--- src/rtl/axi4_to_wb_bridge.sv ---
// AXI4 slave to Wishbone classic master bridge.
// Handles one transaction at a time and issues one Wishbone transfer per AXI beat.
module axi4_to_wb_bridge #(
    parameter int ADDR_WIDTH = 32,
    parameter int DATA_WIDTH = 32,
    parameter int ID_WIDTH   = 4,
    parameter int TIMEOUT    = 255
) (
    input  logic                    clk,
    input  logic                    rst_n,
    input  logic                    axi_awvalid_i,
    output logic                    axi_awready_o,
    input  logic [ADDR_WIDTH-1:0]   axi_awaddr_i,
    input  logic [ID_WIDTH-1:0]     axi_awid_i,
    input  logic [7:0]              axi_awlen_i,
    input  logic [1:0]              axi_awburst_i,
    input  logic                    axi_wvalid_i,
    output logic                    axi_wready_o,
    input  logic [DATA_WIDTH-1:0]   axi_wdata_i,
    input  logic [DATA_WIDTH/8-1:0] axi_wstrb_i,
    input  logic                    axi_wlast_i,
    output logic                    axi_bvalid_o,
    input  logic                    axi_bready_i,
    output logic [1:0]              axi_bresp_o,
    output logic [ID_WIDTH-1:0]     axi_bid_o,
    input  logic                    axi_arvalid_i,
    output logic                    axi_arready_o,
    input  logic [ADDR_WIDTH-1:0]   axi_araddr_i,
    input  logic [ID_WIDTH-1:0]     axi_arid_i,
    input  logic [7:0]              axi_arlen_i,
    input  logic [1:0]              axi_arburst_i,
    output logic                    axi_rvalid_o,
    input  logic                    axi_rready_i,
    output logic [DATA_WIDTH-1:0]   axi_rdata_o,
    output logic [1:0]              axi_rresp_o,
    output logic [ID_WIDTH-1:0]     axi_rid_o,
    output logic                    axi_rlast_o,
    output logic                    wb_cyc_o,
    output logic                    wb_stb_o,
    output logic                    wb_we_o,
    output logic [DATA_WIDTH/8-1:0] wb_wstrb_o,
    output logic [ADDR_WIDTH-1:0]   wb_addr_o,
    output logic [DATA_WIDTH-1:0]   wb_data_o,
    input  logic [DATA_WIDTH-1:0]   wb_data_i,
    input  logic                    wb_ack_i
);

    // state   | meaning
    // IDLE    | arbitrate AR/AW, capture the winning address phase
    // RD_BUS  | Wishbone read beat in progress
    // RD_RESP | presenting one R beat
    // WR_DATA | waiting for the next W beat
    // WR_BUS  | Wishbone write beat in progress
    // WR_RESP | presenting the B response
    typedef enum logic [2:0] {IDLE, RD_BUS, RD_RESP, WR_DATA, WR_BUS, WR_RESP} state_t;

    localparam logic [1:0] OKAY   = 2'b00;
    localparam logic [1:0] SLVERR = 2'b10;
    localparam int TW = (TIMEOUT > 0) ? $clog2(TIMEOUT + 1) : 1;
    localparam logic [TW-1:0] TO_VAL = TW'(TIMEOUT);

    state_t                  state_q, state_d;
    logic                    run_q;
    logic                    last_rd_q;
    logic [ID_WIDTH-1:0]     id_q;
    logic [7:0]              len_q;
    logic [7:0]              beat_q;
    logic [1:0]              burst_q;
    logic                    err_q;
    logic [TW-1:0]           tcnt_q;
    logic [ADDR_WIDTH-1:0]   wb_addr_q;
    logic [DATA_WIDTH-1:0]   wb_data_q;
    logic [DATA_WIDTH/8-1:0] wb_wstrb_q;
    logic [DATA_WIDTH-1:0]   rdata_q;
    logic [1:0]              rresp_q;

    logic                    grant_rd, grant_wr;
    logic                    bus_state, tmo, bus_done, is_last;
    logic [ADDR_WIDTH-1:0]   addr_nxt;

    function automatic logic [ADDR_WIDTH-1:0] next_addr(input logic [ADDR_WIDTH-1:0] a,
                                                        input logic [7:0] len,
                                                        input logic [1:0] burst);
        logic [ADDR_WIDTH-1:0] inc;
        logic [ADDR_WIDTH-1:0] mask;
        inc  = a + ADDR_WIDTH'(4);
        // wrap boundary is (len+1)*4 bytes, i.e. the mask {len, 2'b11}
        mask = ADDR_WIDTH'({len, 2'b11});
        case (burst)
            2'b00:   next_addr = a;
            2'b10:   next_addr = (a & ~mask) | (inc & mask);
            default: next_addr = inc;
        endcase
    endfunction

    // run_q keeps both readies low until the first clock after reset release
    assign grant_rd  = run_q && axi_arvalid_i && (!axi_awvalid_i || !last_rd_q);
    assign grant_wr  = run_q && axi_awvalid_i && !grant_rd;
    assign bus_state = (state_q == RD_BUS) || (state_q == WR_BUS);
    assign tmo       = (TIMEOUT != 0) && (tcnt_q == TO_VAL) && !wb_ack_i;
    assign bus_done  = bus_state && (wb_ack_i || tmo);
    assign is_last   = (beat_q == len_q);
    assign addr_nxt  = next_addr(wb_addr_q, len_q, burst_q);

    assign wb_addr_o   = wb_addr_q;
    assign wb_data_o   = wb_data_q;
    assign wb_wstrb_o  = wb_wstrb_q;
    assign axi_rdata_o = rdata_q;
    assign axi_rresp_o = rresp_q;
    assign axi_rid_o   = id_q;
    assign axi_bid_o   = id_q;

    always_ff @(posedge clk or negedge rst_n) begin
        if (!rst_n) state_q <= IDLE;
        else        state_q <= state_d;
    end

    always_comb begin
        state_d       = state_q;
        axi_arready_o = 1'b0;
        axi_awready_o = 1'b0;
        axi_wready_o  = 1'b0;
        axi_rvalid_o  = 1'b0;
        axi_rlast_o   = 1'b0;
        axi_bvalid_o  = 1'b0;
        axi_bresp_o   = OKAY;
        wb_cyc_o      = 1'b0;
        wb_stb_o      = 1'b0;
        wb_we_o       = 1'b0;
        case (state_q)
            IDLE: begin
                axi_arready_o = grant_rd;
                axi_awready_o = grant_wr;
                if (grant_rd)      state_d = RD_BUS;
                else if (grant_wr) state_d = WR_DATA;
            end
            RD_BUS: begin
                wb_cyc_o = 1'b1;
                wb_stb_o = 1'b1;
                if (bus_done) state_d = RD_RESP;
            end
            RD_RESP: begin
                wb_cyc_o     = 1'b1;
                axi_rvalid_o = 1'b1;
                axi_rlast_o  = is_last;
                if (axi_rready_i) state_d = is_last ? IDLE : RD_BUS;
            end
            WR_DATA: begin
                wb_cyc_o     = 1'b1;
                axi_wready_o = 1'b1;
                if (axi_wvalid_i) state_d = WR_BUS;
            end
            WR_BUS: begin
                wb_cyc_o = 1'b1;
                wb_stb_o = 1'b1;
                wb_we_o  = 1'b1;
                if (bus_done) state_d = is_last ? WR_RESP : WR_DATA;
            end
            WR_RESP: begin
                axi_bvalid_o = 1'b1;
                axi_bresp_o  = err_q ? SLVERR : OKAY;
                if (axi_bready_i) state_d = IDLE;
            end
            default: state_d = IDLE;
        endcase
    end

    always_ff @(posedge clk or negedge rst_n) begin
        if (!rst_n) begin
            run_q      <= 1'b0;
            last_rd_q  <= 1'b0;
            id_q       <= '0;
            len_q      <= '0;
            beat_q     <= '0;
            burst_q    <= '0;
            err_q      <= 1'b0;
            tcnt_q     <= '0;
            wb_addr_q  <= '0;
            wb_data_q  <= '0;
            wb_wstrb_q <= '0;
            rdata_q    <= '0;
            rresp_q    <= OKAY;
        end else begin
            run_q <= 1'b1;
            if (bus_state && !bus_done) tcnt_q <= tcnt_q + TW'(1);
            else                        tcnt_q <= '0;
            case (state_q)
                IDLE: begin
                    if (grant_rd) begin
                        wb_addr_q  <= axi_araddr_i;
                        id_q       <= axi_arid_i;
                        len_q      <= axi_arlen_i;
                        burst_q    <= axi_arburst_i;
                        beat_q     <= '0;
                        wb_wstrb_q <= '1;
                        last_rd_q  <= 1'b1;
                    end else if (grant_wr) begin
                        wb_addr_q <= axi_awaddr_i;
                        id_q      <= axi_awid_i;
                        len_q     <= axi_awlen_i;
                        burst_q   <= axi_awburst_i;
                        beat_q    <= '0;
                        err_q     <= 1'b0;
                        last_rd_q <= 1'b0;
                    end
                end
                RD_BUS: begin
                    if (bus_done) begin
                        rdata_q <= wb_ack_i ? wb_data_i : '0;
                        rresp_q <= wb_ack_i ? OKAY : SLVERR;
                    end
                end
                RD_RESP: begin
                    if (axi_rready_i && !is_last) begin
                        beat_q    <= beat_q + 8'd1;
                        wb_addr_q <= addr_nxt;
                    end
                end
                WR_DATA: begin
                    if (axi_wvalid_i) begin
                        wb_data_q  <= axi_wdata_i;
                        wb_wstrb_q <= axi_wstrb_i;
                        if (axi_wlast_i != is_last) err_q <= 1'b1;
                    end
                end
                WR_BUS: begin
                    if (bus_done) begin
                        if (tmo) err_q <= 1'b1;
                        if (!is_last) begin
                            beat_q    <= beat_q + 8'd1;
                            wb_addr_q <= addr_nxt;
                        end
                    end
                end
                default: ;
            endcase
        end
    end

endmodule
--- config.mk ---
export PLATFORM = sky130hd
export DESIGN_NAME = axi4_to_wb_bridge
export DESIGN_NICKNAME = d
export VERILOG_FILES = /design/src/rtl/axi4_to_wb_bridge.sv
export SDC_FILE = /design/constraint.sdc
export NUM_CORES = 1
export LEC_CHECK = 0
export ABC_AREA = 1
export CAP_MARGIN = 20
export CORE_UTILIZATION = 45
export DETAILED_ROUTE_END_ITERATION = 8
export GPL_TIMING_DRIVEN = 0
export PLACE_DENSITY = 0.91
export SKIP_LAST_GASP = 1
export SYNTH_ARGS = -nofsm -noshare
export SYNTH_HDL_FRONTEND = slang
export SYNTH_SLANG_ARGS = --single-unit
export TNS_END_PERCENT = 100
--- constraint.sdc ---
create_clock -name clk -period 2.39 [get_ports clk]
set_input_delay 0.478 -clock clk [delete_from_list [all_inputs] [get_ports clk]]
set_output_delay 0.478 -clock clk [all_outputs]
set_load 0.05 [all_outputs]
# Word-level counts from Yosys, hierarchy flattened
# Index checks and enable logic that the tools add are counted.
totals:
  regBits: 138
  inputBits: 169
  wordCells: 129
  out_inout_bits: 121
op_classes:
  n_eq_ne: 22
  bitwise_logic: 4
  mux: 54
  add_sub_neg: 3
  reduce_logical: 32
op_table:
  columns: ["cell", "count"]
  rows:
  - ["2-to-1 mux 32 bit", 6]
  - ["case mux 32 bit (3 select lines)", 1]
  - ["2-to-1 mux 8 bit", 8]
  - ["case mux 32 bit (2 select lines)", 1]
  - ["adder 32 x 3 -> 32 bit (second input constant)", 1]
  - ["AND 32 x 10 -> 32 bit", 1]
  - ["AND 32 bit", 1]
  - ["NOT 10 -> 32 bit", 1]
  - ["bitwise OR 32 bit", 1]
  - ["2-to-1 mux 3 bit", 8]
  - ["!= test 2 bit (second input constant)", 12]
  - ["case mux 8 bit (3 select lines)", 1]
  - ["case mux 3 bit (6 select lines)", 1]
  - ["2-to-1 mux 1 bit", 17]
  - ["adder 8 x 1 -> 8 bit (second input constant)", 2]
  - ["2-to-1 mux 4 bit", 4]
  - ["2-to-1 mux 2 bit", 5]
  - ["== test 8 bit", 1]
  - ["== test 8 bit (second input constant)", 1]
  - ["logical AND 1 bit", 8]
  - ["case mux 4 bit (2 select lines)", 1]
  - ["AND reduction 7 bit", 1]
  - ["== test 3 x 2 -> 1 bit (second input constant)", 2]
  - ["== test 3 bit (second input constant)", 2]
  - ["17 further kinds", 28]

# Depth between registers and ports, before layout
logic_depth:
  depth_word: 8
  ltp_mapped: 13
  mapped_depth_nobuf: 13

# Worst setup path before layout
# OpenSTA, ideal clock, no wires.
synth_path:
  path_kind: "input port to output port"
  startpoint: "input port axi_awvalid_i"
  endpoint: "output port axi_awready_o"
  arrival_time_ns: 1.955
  stages: 9
  path_buffers: 1
  t_required_ns: 1.912
  setup_slack_ns: -0.043
  path_cell_list: "nand2_1 > nand3_1 > inv_1 > clkbuf_1 > o21ai_0 > nand3_1 > nor2_1 > nand3_1 > nor2_1"
synth_via:
  elab_chain_cells: 6
  word_cells_on_any_way: 7
  classes_between: "1 x mux; 6 x reduce/logical"
synth_rtl:
  columns: ["item", "line", "text"]
  rows:
  - ["start: declaration", "11", "input logic axi_awvalid_i,"]
  - ["zero test 1 bit", "97", "assign grant_rd = run_q && axi_arvalid_i && (!axi_awvalid_i || !last_rd_q);"]
  - ["logical OR 1 bit", "97", null]
  - ["logical AND 1 bit", "97", null]
  - ["zero test 1 bit", "98", "assign grant_wr = run_q && axi_awvalid_i && !grant_rd;"]
  - ["logical AND 1 bit (*)", "98", null]
  - ["2-to-1 mux 1 bit (*)", "130", "case (state_q)"]
  - ["end: declaration", "12", "output logic axi_awready_o,"]
# Every way passes the cells marked *; elsewhere a longest branch is shown, timed or not.

# Final worst setup path
# Same ends and word-level chain as after synthesis.

==> impl_metrics.csv <==
group,metric,value,unit
clock_network,postCtsHoldBufs,0,
synthesis,synth_flop_cell,"dfrtp_1",
synthesis,synth_top_area_cell,"dfrtp_1",
power,ir_worst_vdd,1.16,mV
placed_design,dp_slack,-1190,ps
sta,relSlewSlack,54.9,%
outcome,outcome,"finished with violations",
layout,drive_above_1_share,10.1,%
synthesis,syn_area_per_cell,7.49,um^2
layout,num-nets-final,1498,
synthesis,ys_seq_elements,137,
synthesis,synth_top_area_share,45.2,%
worst_setup_path,critPathRequiredTime,1910,ps
clock_network,cts_made_buffers,17,
clock_network,tritoncts,"built",
synthesis,synthCells,1013,
synthesis,synth_top_family_by_area,"simple AND/OR/NAND/NOR gates",
clock_network,insertion_delay,420,ps
placed_design,numPortBuffers,286,
synthesis,synth.area.top_cells,"dfrtp_1 45%, nand2_1 15%, nor2_1 6.4%",
drt,routed_wl,25.8,mm
synthesis,ys_async_sr_fraction,100,%
floorplanning,dieWidth,132,um
outcome,violations,"negative setup slack",
drt,vias,8163,
synthesis,synth-edff-count,0,
sta,setup_tns,-148,ps
synthesis,yosysSeqAreaShare,45.2,%
floorplanning,row_count,47,
drt,post_drt_wl_per_cell,16.6,um
drt,first_pass_iters,5,
worst_setup_path,endpoint_kind,"output port",
grt,grt_pass1_vias,8016,
sta,finClkSkew,10.2,ps
drt,drtIter0Drc,568,
drt,drt-vias-per-instance,5.24,
layout,syn_to_final_growth,50.8,%
clock_network,cts.path.max_buffers,2,
synthesis,synth_most_common_cell,"nand2_1",
drt,ant_nets,0,
min_path,hold_path.class,"primary input to asynchronous set/reset pin",
sta,finalHoldViolCount,0,
layout,fill_cells,1264,
synthesis,synth_commonest_cells,"308 x nand2_1, 137 x dfrtp_1, 130 x nor2_1, 91 x nand3_1, 82 x inv_1",
grt,grt_pass1_wl,40.2,mm
synthesis,synth_warnings,0,
power,p_leak,5.23,nW
job,max_cap_violations,0,
clock_network,clock-root-buffer,"clkbuf_16",
sta,finalWorstSetupSlack,-148,ps
grt,grt_max_degree,86,
sta,fmax,394,MHz
worst_setup_path,startpoint_type,"primary input",
clock_network,htreeDepth,4,
synthesis,synth_area,7590,um^2
power,power.density,1490,nW/um^2
synthesis,synth_xor_area_share,1.38,%
placed_design,hpwl,19.7,mm
layout,antenna_cells,0,
sta,setup_viol,1,
floorplanning,die_area,17400,um^2
sta,final.min_clock_period,2540,ps
sta,final_max_slew_viol_count,0,
placed_design,gp_congestion,0.994,
grt,grt_usage,29.6,%
grt,antenna_found_initial,0,
synthesis,synth_mux_area_share,4.75,%
clock_network,clk_pin_slew,60,ps
clock_network,cts_sinks,137,
floorplanning,initial_core_util,45.9,%
worst_setup_path,arrival,2060,ps
floorplanning,core,16500,um^2
worst_setup_path,path_max_fanout,10,
worst_setup_path,crit_type,"primary input to output port",
grt,overflow,0,
floorplanning,die_h,132,um
drt,drc_errors,0,
synthesis,synth_adder_area_share,0.494,%
synthesis,synth_cell_types,40,
synthesis,yosys.area_share.simple,31.6,%
sta,rsz0062_at_grt,"yes",
floorplanning,ios,290,
sta,period_share,106,%
synthesis,synth_compound_area_share,9.16,%
sta,worstMarginPinSlew,676,ps
==> placed cells by master (no fill, tap or decap), drive strengths merged, types with 9 or more instances in the layout <==
cell,count
o22ai,9
a31oi,15
nor2,137
nor3,19
mux2,32
nand2,311
o21ai,69
o21bai,10
clkdlybuf4s50,275
nand3,94
dfrtp,137
clkbuf,41
buf,35
inv,91
a21oi,9
==> critical path: stages <==
cell and delay, ps:
clkdlybuf4s50_1 480, nand2_1 70, nand3_2 80, inv_2 70
buf_8 150, o21ai_4 120, nand3_2 120, nor2_4 150
nand3_2 80, nor2_2 100, buf_6 170
==> where the power goes <==
part           internal, mW  leakage [nW]  switching (mW)
clock network          1.47         0.268            1.07
logic                  3.45          3.28            6.77
registers              3.36          1.68           0.952
total                  8.28          5.23            8.79
==> sequential cells by signal, summed over array words and instances (netlist names), named ones only <==
| name | count |
|---|---|
| len_q | 8 |
| wb_addr_o | 25 |
| last_rd_q | 1 |
| axi_rresp_o | 1 |
| run_q | 1 |
| state_q | 3 |
| axi_rdata_o | 32 |
| beat_q | 8 |
| axi_bid_o | 4 |
| burst_q | 2 |
| wb_data_o | 32 |
| wb_wstrb_o | 4 |
| err_q | 1 |
| tcnt_q | 8 |
==> final timing paths <==
check,end,slack [ps],startpoint,depth (start not counted)
max in group asynchronous,wb_addr_o[2]$_DFFE_PN0P_,1580,rst_n,2
min in group clk,axi_rdata_o[3]$_DFFE_PN0P_,480,axi_rdata_o[3]$_DFFE_PN0P_,2
hold reg to reg,axi_rdata_o[3]$_DFFE_PN0P_,480,axi_rdata_o[3]$_DFFE_PN0P_,2
hold / removal,wb_data_o[22]$_DFFE_PN0P_,1,rst_n,1
setup / recovery,axi_awready_o,-150,axi_awvalid_i,11
setup reg to reg,wb_addr_o[30]$_DFFE_PN0P_,290,state_q[1]$_DFFE_PN0P_,12
==> per-stage QoR <==
stage                     util [%]  area (um^2)  std cells  power (mW)  hold WS, ps
after floorplan                  -         7600       1014        10.8          182
after global placement        65.0        10700       1520        14.0          454
after detailed placement      65.1        10800       1521        14.3          458
after CTS                     68.8        11400       1557        16.9         9.15
after global routing          69.3        11400       1559        17.9         17.9
final                         69.3        11400       1559        17.1         1.03
==> kinds of logic after synthesis <==
logic type,after synthesis
DFF,137
buffers and inverters,132
muxes,32
AOI/OAI and AO/OA,122
adders and majority gates,3
other,2
and+or+nand+nor,573
xor gates and xnor gates,12
==> layout make-up <==
| type | count | area, um^2 | share of cell area [%] |
|---|---|---|---|
| inverters | 89 | 334 | 2.92 |
| clock buffers | 20 | 447 | 3.90 |
| multi-input cells | 745 | 3680 | 32.2 |
| clock inverters | 12 | 119 | 1.04 |
| well taps | 220 | 275 | 2.40 |
| plain buffers | 43 | 234 | 2.04 |
| flip-flops and latches | 137 | 3430 | 29.9 |
| repair buffers | 293 | 2930 | 25.6 |
==> metal layers <==
metal / track usage (%) / part of all wire, % / routed length, um
met5: 0 / 0 / 0
met1: 32.8 / 37 / 9680
met3: 8.38 / 8.2 / 2110
met4: 11.0 / 3.0 / 786
met2: 53.8 / 51 / 13200
==> timing repair <==
action                     in CTS  in global routing
pin swaps                       2                  6
buffers inserted                4                  2
setup endpoints to repair      10                  6
gates resized for setup        38                 21
hold endpoints to repair        0                  0
Note: power is estimated with default switching activity, not from simulation.
